[src/rtl/fetch_stage_pkg.sv]
// Shared definitions for the IF stage: the default NOP encoding and the stage state type.
package fetch_stage_pkg;

  // SLL r0,r0,0 -- decodes as a no-op in the ID control unit
  localparam logic [31:0] NOP_INSTR_DEF = 32'h0000_0000;

  typedef enum logic {
    ST_RUN    = 1'b0,
    ST_HALTED = 1'b1
  } fetch_state_e;

endpackage

[src/rtl/fetch_stage_next_pc_sel.sv]
// Priority selection of the next PC and IF/ID update action:
// branch > stall > halt > jump > sequential.
module next_pc_sel #(
  parameter int PC_WIDTH = 32
) (
  input  logic                 branch_taken_i,
  input  logic [PC_WIDTH-1:0]  branch_target_i,
  input  logic                 stall_i,
  input  logic                 halt_i,
  input  logic                 jump_i,
  input  logic [PC_WIDTH-1:0]  pc_i,
  input  logic [PC_WIDTH-1:0]  pc_plus4_i,
  input  logic [PC_WIDTH-29:0] pp4_hi_i,
  input  logic [25:0]          jump_index_i,
  output logic [PC_WIDTH-1:0]  pc_next_o,
  output logic                 if_id_load_o,
  output logic                 if_id_flush_o,
  output logic                 pp4_clear_o,
  output logic                 halt_req_o
);

  always_comb begin
    pc_next_o     = pc_i;
    if_id_load_o  = 1'b0;
    if_id_flush_o = 1'b0;
    pp4_clear_o   = 1'b0;
    halt_req_o    = 1'b0;
    if (branch_taken_i) begin
      // The ID instruction is on the wrong path, so this beats stall/halt/jump.
      pc_next_o     = branch_target_i;
      if_id_flush_o = 1'b1;
      pp4_clear_o   = 1'b1;
    end else if (stall_i) begin
      pc_next_o = pc_i;
    end else if (halt_i) begin
      if_id_flush_o = 1'b1;
      halt_req_o    = 1'b1;
    end else if (jump_i) begin
      pc_next_o     = {pp4_hi_i, jump_index_i, 2'b00};
      if_id_flush_o = 1'b1;
    end else begin
      pc_next_o    = pc_plus4_i;
      if_id_load_o = 1'b1;
    end
  end

endmodule

[src/rtl/fetch_stage.sv]
// MIPS IF stage: PC register, IF/ID register, RUN/HALTED state and debug counters.
module fetch_stage
  import fetch_stage_pkg::*;
#(
  parameter int          PC_WIDTH  = 32,
  parameter int          CNT_WIDTH = 32,
  parameter logic [31:0] NOP_INSTR = NOP_INSTR_DEF
) (
  input  logic                 clk,
  input  logic                 reset_n,
  input  logic                 Enable,
  input  logic                 Stall,
  input  logic                 BranchTaken,
  input  logic [PC_WIDTH-1:0]  BranchTarget,
  input  logic                 JumpD,
  input  logic                 HaltD,
  output logic [PC_WIDTH-1:0]  ImemAddr,
  input  logic [31:0]          ImemData,
  output logic [31:0]          InstrD,
  output logic [PC_WIDTH-1:0]  PcPlus4D,
  output logic                 Halted,
  output logic [CNT_WIDTH-1:0] CycleCount,
  output logic [CNT_WIDTH-1:0] InstrCount
);

  logic [PC_WIDTH-1:0]  pc_q, pc_d, pp4_q, pp4_d, pc_plus4, pc_next;
  logic [31:0]          instr_q, instr_d;
  logic [CNT_WIDTH-1:0] cyc_q, cyc_d, icnt_q, icnt_d;
  fetch_state_e         state_q, state_d;
  logic                 if_id_load, if_id_flush, pp4_clear, halt_req;

  assign pc_plus4 = pc_q + PC_WIDTH'(4);

  next_pc_sel #(.PC_WIDTH(PC_WIDTH)) u_next_pc_sel (
    .branch_taken_i (BranchTaken),
    .branch_target_i(BranchTarget),
    .stall_i        (Stall),
    .halt_i         (HaltD),
    .jump_i         (JumpD),
    .pc_i           (pc_q),
    .pc_plus4_i     (pc_plus4),
    .pp4_hi_i       (pp4_q[PC_WIDTH-1:28]),
    .jump_index_i   (instr_q[25:0]),
    .pc_next_o      (pc_next),
    .if_id_load_o   (if_id_load),
    .if_id_flush_o  (if_id_flush),
    .pp4_clear_o    (pp4_clear),
    .halt_req_o     (halt_req)
  );

  always_comb begin
    pc_d    = pc_q;
    pp4_d   = pp4_q;
    instr_d = instr_q;
    cyc_d   = cyc_q;
    icnt_d  = icnt_q;
    state_d = state_q;
    // With Enable low every register holds and all redirect inputs are dropped.
    if (Enable) begin
      if (state_q == ST_RUN) begin
        cyc_d = cyc_q + CNT_WIDTH'(1);
        pc_d  = pc_next;
        if (if_id_load) begin
          instr_d = ImemData;
          pp4_d   = pc_plus4;
          icnt_d  = icnt_q + CNT_WIDTH'(1);
        end else if (if_id_flush) begin
          instr_d = NOP_INSTR;
        end
        if (pp4_clear) pp4_d = '0;
        if (halt_req) state_d = ST_HALTED;
      end else begin
        instr_d = NOP_INSTR;
      end
    end
  end

  always_ff @(posedge clk or negedge reset_n) begin
    if (!reset_n) begin
      pc_q    <= '0;
      pp4_q   <= '0;
      instr_q <= NOP_INSTR;
      cyc_q   <= '0;
      icnt_q  <= '0;
      state_q <= ST_RUN;
    end else begin
      pc_q    <= pc_d;
      pp4_q   <= pp4_d;
      instr_q <= instr_d;
      cyc_q   <= cyc_d;
      icnt_q  <= icnt_d;
      state_q <= state_d;
    end
  end

  assign ImemAddr   = pc_q;
  assign InstrD     = instr_q;
  assign PcPlus4D   = pp4_q;
  assign Halted     = (state_q == ST_HALTED);
  assign CycleCount = cyc_q;
  assign InstrCount = icnt_q;

endmodule

[config.mk]
export PLATFORM = sky130hd
export DESIGN_NAME = fetch_stage
export DESIGN_NICKNAME = d
export VERILOG_FILES = /design/src/rtl/fetch_stage_pkg.sv /design/src/rtl/fetch_stage_next_pc_sel.sv /design/src/rtl/fetch_stage.sv
export SDC_FILE = /design/constraint.sdc
export NUM_CORES = 1
export LEC_CHECK = 0
export CORE_ASPECT_RATIO = 1.4
export CORE_MARGIN = 1.5
export CORE_UTILIZATION = 30
export DETAILED_ROUTE_END_ITERATION = 10
export GPL_TIMING_DRIVEN = 1
export PLACE_DENSITY = 0.55
export SLEW_MARGIN = 5
export SYNTH_ARGS = -nofsm -noshare
export SYNTH_HDL_FRONTEND = slang
export SYNTH_SLANG_ARGS = --single-unit
[constraint.sdc]
create_clock -name clk -period 2.4 [get_ports clk]
set_input_delay 0.36 -clock clk [delete_from_list [all_inputs] [get_ports clk]]
set_output_delay 0.36 -clock clk [all_outputs]
set_load 0.05 [all_outputs]
* After elaboration in Yosys (flattened, before gate mapping)
Cells that the tools add are included.
W data, S select, Z words.
** Storage, ports and cells
- Register bits :: 161
- Bits of input ports :: 71
- Output and inout bits :: 161
- Logic and storage cells :: 42
** Operators by class
- Add/subtract/negate cells :: 3
- Eq/ne operators :: 2
- Multiplexer cells :: 23
- Bitwise operators :: 1
- Reduce and logical (&&, ||, !) cells :: 7
** Operators by type and width (count)
- $mux W32 :: 9
- $add A32 B1 Y32 const B :: 2
- $add A32 B3 Y32 const B :: 1
- $mux W1 :: 14
- $reduce_and A3 Y1 :: 2
- $reduce_and A2 Y1 :: 2
- $reduce_and A4 Y1 :: 1
- $reduce_bool A3 Y1 :: 1
- $ne A2 B1 Y1 const B :: 1
- $ne A2 B2 Y1 const B :: 1
- $reduce_bool A2 Y1 :: 1
- $not A1 Y1 :: 1

* Longest topological paths before layout
Gate-level depths: netlist of run 1.
- Depth in word-level cells :: 7
- Gate-level depth with buffers :: 7
- Mapped depth without buffers :: 6

* Cells and area by module
Synthesis of run 1 repeated with hierarchy kept, for this count alone.
** Second synthesis, totals
- Cells, all modules :: 737
- Area total of the unflattened synthesis :: 8373.0 sq um
** Modules (own cells, without submodules)
- fetch_stage :: times used 1, cells an instance 557, area each 6950.4 sq um, seq. area each 4028.9 sq um
- next_pc_sel :: times used 1, cells an instance 180, area each 1422.6 sq um, seq. area each 0.0 sq um

* Worst setup path before layout of run 1
OpenSTA, ideal clock, no wires.
- Kind :: register to register
- From :: register icnt_q[3], in the netlist InstrCount[3]
- To :: register icnt_q[30], in the netlist InstrCount[30]
- Library setup time :: 140 ps
- Arrival time :: 2090 ps
- Data required time :: 2260 ps
- Slack :: 169 ps
- Cell stages (with the launch flop) :: 7
- Buffers on the path :: 1
- Clock period less this slack :: 2231 ps
- Path through :: dfrtp_1 > and4_4 > nand3_4 > or4_4 > buf_6 > nand2b_4 > xnor2_2
** On the way
- Longest elaborated chain between the ends :: 1
** RTL lines
- from (decl) :: line fetch_stage.sv:28 : logic [CNT_WIDTH-1:0] cyc_q, cyc_d, icnt_q, icnt_d;
- from (signal assigned) :: line fetch_stage.sv:91 : icnt_q <= icnt_d;
- $add A32 B1 Y32 :: line fetch_stage.sv:66 : icnt_d = icnt_q + CNT_WIDTH'(1);
Every way passes these cells.
A chain may end at the register's enable or synchronous reset.

* Worst setup path in the final report of run 1
- From :: register pc_q[23], in the netlist ImemAddr[23]
- To :: output ImemAddr[23]
** RTL lines
- from (decl) :: line fetch_stage.sv:26 : logic [PC_WIDTH-1:0] pc_q, pc_d, pp4_q, pp4_d, pc_plus4, pc_next;
- from (signal assigned) :: line fetch_stage.sv:87 : pc_q <= pc_d;
- to (decl) :: line fetch_stage.sv:17 : output logic [PC_WIDTH-1:0] ImemAddr,
No word-level cell between the ends.

==> impl_metrics.yaml, run 1 <==
floorplan:
  dieWidth_um: 138
  rows: 69
  die_height_um: 193
  start_util: 0.305
  coreArea_um2: 25300
  dieArea_um2: 26700
  ios: 232
hold_path:
  worstHoldPathType: "input port to async pin"
synth:
  synth_top_area_cell: "dfrtp_1"
  yosys.area_share.adder: 0.00487
  synth_area_leaders: "dfrtp_1, xnor2_1, a22o_1"
  ys_types: 69
  synth_mux_area_frac: 0.00536
  synthesis.nets: 812
  yosysTopAreaCellShare: 0.523
  synthArstFlopShare: 1.00
  seq_area_frac_synth: 0.523
  synth.avg_cell_area_um2: 10.4
  ys_seq_elements: 161
  ys_warn_count: 0
  synth_top_family_by_area: "simple AND/OR/NAND/NOR gates"
  synth_edf_count: 0
  synth-xor-area-share: 0.102
  netlist_area_um2: 7710
  yosys.area_share.simple: 0.184
  synth_compound_area_frac: 0.155
  synth_top_flop_cell: "dfrtp_1"
  syn_inst: 738
worst_setup_path:
  r2r_slack_ns: 0.28
  cp.depth: 1
  start_kind: "flip-flop"
  slowest_stage: "clkdlybuf4s50_1"
  criticalPathCategory: "flip-flop to output pin"
  crit_required_ns: 2.04
  critPathArrivalTime_ns: 1.82
  reg2reg_depth: 5
  endpoint_kind: "output pin"
  path_delay_family: "buffers and inverters"
  endpoint: "ImemAddr[23]"
  worstPathMaxFanout: 8
  crit_start: "ImemAddr[23]"
  cp.buffers_inverters: 1
  cpPeakStageDelay_ns: 0.92
  r2r-start: "ImemAddr[4]"
  rr_endpoint: "ImemAddr[27]"
  cp_cell_sequence: "clkdlybuf4s50_1"
timing:
  fin_tns_setup_ns: 0
  hold-worst-slack_ns: 0.457
  period_needed_ns: 2.18
  fin_skew_ns: 0.0149
  final-hold-violation-count: 0
  rsz0062_at_grt: "no"
  slew_viol_final: 0
  max_slew_margin: 0.605
  setup_violations: 0
  worst_slack_ns: 0.217
  fmaxAchievable_ghz: 0.458
  worst_pin_slew_ns: 0.587
  period_share: 0.910
drt:
  wl_per_cell_um: 19.0
  drtIter0Drc: 322
  routed_via_density: 5.06
  firstDrtPassIters: 5
  vias: 6699
  ant_nets: 0
  drc_errors: 0
  drt-total-wl_um: 25100
grt:
  grt_pass1_wl_um: 39200
  overflow: 0
  grt_pass1_vias: 6801
  grt_max_degree: 49
  grt_usage: 0.190
  antenna_found_initial: 0
clocking:
  ctsHtreeMaxLevel: 4
  cts_sinks: 161
  cts_root_buf: "clkbuf_16"
  cts_resized: 0
  clk_latency_ns: 0.43
  path_clk_slew_ns: 0.06
  clk_path_buf_depth: 2
  cts_buffers: 17
  cts_tree: "built"
place:
  dp_slack_ns: 0.0175
  io_buffers: 231
  hpwl_um: 18500
  gp_congestion: 0.837
layout:
  final_common_cell: "clkdlybuf4s50_1"
  drive_gt1_frac: 0.0994
  mostFrequentLayoutCells: "clkdlybuf4s50_1, dfrtp_1, nand2_1"
  area_growth_pct: 46.0
  nets: 1068
  diodes: 0
  n_fill_cell: 2441
pwr:
  p_leak_nw: 4.78
  p_per_area_nw_per_um2: 872
  irDropWorstVdd_uv: 722
  total_power_mw: 9.82
status:
  run_status: "finished, final reports clean"
flow_run:
  maxCapViolations: 0
## logic make-up (layout without fill, tap and decap cells)
family                   count (synthesis)  after routing
AO/OA/AOI/OAI                          171            171
adder cells (fa/ha/maj)                  3              3
AND/OR/NAND/NOR                        263            263
flip-flops                             161            161
buffers and inverters                   47            315
multiplexers                             4              4
XOR/XNOR                                89             89
## power breakdown
group / internal, mW / total, mW / switching [mW]
combinational: 1.25 / 3.47 / 2.22
clock: 1.61 / 2.73 / 1.11
sequential: 3.09 / 3.62 / 0.536
## per-layer routing
| metal | part of all wire | GRT usage | wire, um | up-vias |
|---|---|---|---|---|
| met5 | 0 | 0 | 0 | - |
| met4 | 0.022 | 0.0656 | 546 | 0 |
| met3 | 0.054 | 0.0407 | 1350 | 30 |
| met2 | 0.50 | 0.324 | 12600 | 223 |
| met1 | 0.42 | 0.239 | 10600 | 3265 |
| li1 | - | - | - | 3181 |
## cells in the mapped netlist, types with 2 or more instances
cell and number:
a21oi_1 26, a221oi_1 2, a222oi_1 2, a22o_1 46, a2bb2oi_1 8, and2_1 5, and3_1 19, and4_1 4
buf_1 6, buf_2 7, clkbuf_1 23, dfrtp_1 161, ha_1 3, inv_1 7, mux2i_1 3, nand2_1 79
nand2b_1 7, nand3_1 43, nand3b_1 3, nand4_1 24, nor2_1 39, nor2_2 4, nor2b_1 2, nor3_1 10
nor3b_1 2, nor4_1 3, nor4_2 3, nor4_4 2, o2111ai_1 4, o21a_1 2, o21ai_0 42, o21ai_1 5
o21bai_1 3, o221ai_1 2, o22a_1 3, o22ai_1 7, o2bb2ai_1 3, o31ai_1 5, or3_1 3, xnor2_1 52
xor2_1 36
## worst min-delay path by stage
stage	endpoint	startpoint
after detailed placement	PcPlus4D[26]	reset_n
after global placement	PcPlus4D[26]	reset_n
after global routing	CycleCount[12]	reset_n
after floorplan	CycleCount[0]	reset_n
after CTS	PcPlus4D[26]	reset_n
final	CycleCount[12]	reset_n
## registers in the layout, indices dropped and copies added, names as in the netlist
signal      count
InstrD         32
InstrCount     32
CycleCount     32
ImemAddr       32
PcPlus4D       32
Halted          1
## metrics by stage
| stage | util | instance area [um^2] | std cells |
|---|---|---|---|
| after floorplan | - | 7710 | 738 |
| after global placement | 0.422 | 10700 | 1293 |
| after detailed placement | 0.422 | 10700 | 1293 |
| after CTS | 0.445 | 11300 | 1325 |
| after global routing | 0.445 | 11300 | 1325 |
| final | 0.445 | 11300 | 1325 |
## repair_timing
action                    4_1_cts  5_1_grt
hold buffers                    1        0
buffers inserted                0        0
hold endpoints to repair       43        0
## final cells by class
class	instances	area [um^2]	area share
clock buffers	23	478	0.0425
clock inverters	8	104	0.00923
inverters	8	30.0	0.00267
multi-input cells	530	3500	0.311
flip-flops and latches	161	4030	0.358
well taps	319	399	0.0355
repair buffers	276	2720	0.241
Note: power is estimated with default switching activity, not from simulation.
==> run 2, diff against run 1 <==
Settings changed: CORE_MARGIN 1.5 to 2, CTS_CLUSTER_SIZE set to 40.
==> run 2 against run 1 <==
Compared with the run above:
- utilization hardly changed
- via count about the same
- die area increased by 1.2%
==> impl_metrics.yaml, run 2 (synthesis gave the netlist of run 1 again) <==
timing:
  setup_violations: 0
  period_needed_ns: 2.20
  worst_pin_slew_ns: 0.588
  hold-worst-slack_ns: 0.479
  fin_skew_ns: 0.0121
  period_share: 0.918
  final-hold-violation-count: 0
  max_slew_margin: 0.604
  worst_slack_ns: 0.197
  rsz0062_at_grt: "no"
  fmaxAchievable_ghz: 0.454
  slew_viol_final: 0
worst_setup_path:
  worstPathMaxFanout: 4
  r2r_slack_ns: 0.25
  endpoint_kind: "output pin"
  criticalPathCategory: "flip-flop to output pin"
  crit_required_ns: 2.04
  reg2reg_depth: 6
  start_kind: "flip-flop"
  critPathArrivalTime_ns: 1.84
  endpoint: "ImemAddr[2]"
  rr_endpoint: "ImemAddr[27]"
  crit_start: "ImemAddr[2]"
  r2r-start: "ImemAddr[2]"
clocking:
  clk_latency_ns: 0.42
  clk_path_buf_depth: 2
  path_clk_slew_ns: 0.07
  cts_hold_buffers: 1
  post_cts_buffers: 0
  cts_sinks: 161
  cts_root_buf: "clkbuf_16"
  cts_buffers: 17
  cts_resized: 0
  cts_tree: "built"
  ctsHtreeMaxLevel: 4
flow_run:
  maxCapViolations: 0
drt:
  drc_errors: 0
  drtIter0Drc: 236
  routed_via_density: 5.07
  drt-total-wl_um: 25100
  vias: 6696
  wl_per_cell_um: 19.0
  ant_nets: 0
  firstDrtPassIters: 4
floorplan:
  start_util: 0.305
  ios: 232
  dieWidth_um: 139
  die_height_um: 194
  dieArea_um2: 27000
  rows: 69
  coreArea_um2: 25300
pwr:
  combPwrFrac: 0.350
  total_power_mw: 9.85
  power.share.clock: 0.280
  p_int_mw: 5.94
  p_leak_nw: 4.77
  swShare: 0.397
  p_per_area_nw_per_um2: 874
  irDropWorstVdd_uv: 482
  p_sw_mw: 3.91
  power.share.sequential: 0.370
grt:
  grt_pass1_vias: 6849
  grt_pass1_wl_um: 39600
  grt_max_degree: 57
  overflow: 0
  grt_usage: 0.186
  antenna_found_initial: 0
layout:
  mostFrequentLayoutCells: "clkdlybuf4s50_1, dfrtp_1, nand2_1"
  drive_gt1_frac: 0.0997
  area_growth_pct: 46.1
  final_util: 0.445
  final_common_cell: "clkdlybuf4s50_1"
  finalNonFillerCells: 1322
  diodes: 0
  nets: 1064
status:
  run_status: "finished, final reports clean"
place:
  placedCellCount: 1289
  io_buffers: 231
  gp_congestion: 0.828
  hpwl_um: 18500
  dp_slack_ns: -0.000328
hold_path:
  worstHoldPathType: "flip-flop to flip-flop"
## run 2: changes by cell type in the layout (fill, tap and decap cells not counted), sizes merged
cell	delta
buf	-4
clkinvlp	+2
inv	+1
bufinv	-1
clkinv	-1
## run 2: how the worst min path moves through the flow
stage / endpoint / depth (start not counted) / start
global placement: CycleCount[8] / 1 / reset_n
finish: PcPlus4D[2] / 2 / PcPlus4D[2]
detailed placement: CycleCount[8] / 1 / reset_n
global route: InstrCount[31] / 1 / InstrCount[31]
floorplan: CycleCount[0] / 0 / reset_n
CTS: InstrCount[31] / 1 / InstrCount[31]
## run 2: worst max-delay path, cell delays in order, from the launching register on
cell	delay, ns
dfrtp_1	0.43
buf_4	0.18
clkdlybuf4s50_1	0.80
## run 2: final cells by class
| class | count | area [um^2] |
|---|---|---|
| Fill cell | 2401 | 14000 |
| Timing Repair Buffer | 272 | 2700 |
| Sequential cell | 161 | 4030 |
| Tap cell | 319 | 399 |
| Inverter | 8 | 30.0 |
| Clock buffer | 23 | 508 |
| Multi-Input combinational cell | 530 | 3500 |
| Clock inverter | 9 | 96.3 |
## run 2: routing by layer
metal  track usage  vias up  share of wire
met3        0.0445       18          0.055
met2         0.326      193           0.51
met4        0.0468        0          0.015
met1         0.231     3317           0.42
met5             0        -              0
li1              -     3168              -
## run 2: through the flow
stage | setup TNS, ns | cell area (um^2)
after global routing | 0 | 11300
after detailed placement | -0.000328 | 10600
after floorplan | 0 | 7710
final | 0 | 11300
after CTS | 0 | 11300
after global placement | 0 | 10600
## run 2: power groups by stage
stage               registers [mW]  logic, mW  clock network [mW]
finish                        3.64       3.45                2.76
global route                  3.71       3.64                2.93
global placement              3.68       3.47                   0
floorplan                     4.86      0.820                   0
CTS                           3.64       3.48                2.83
detailed placement            3.68       3.47                   0
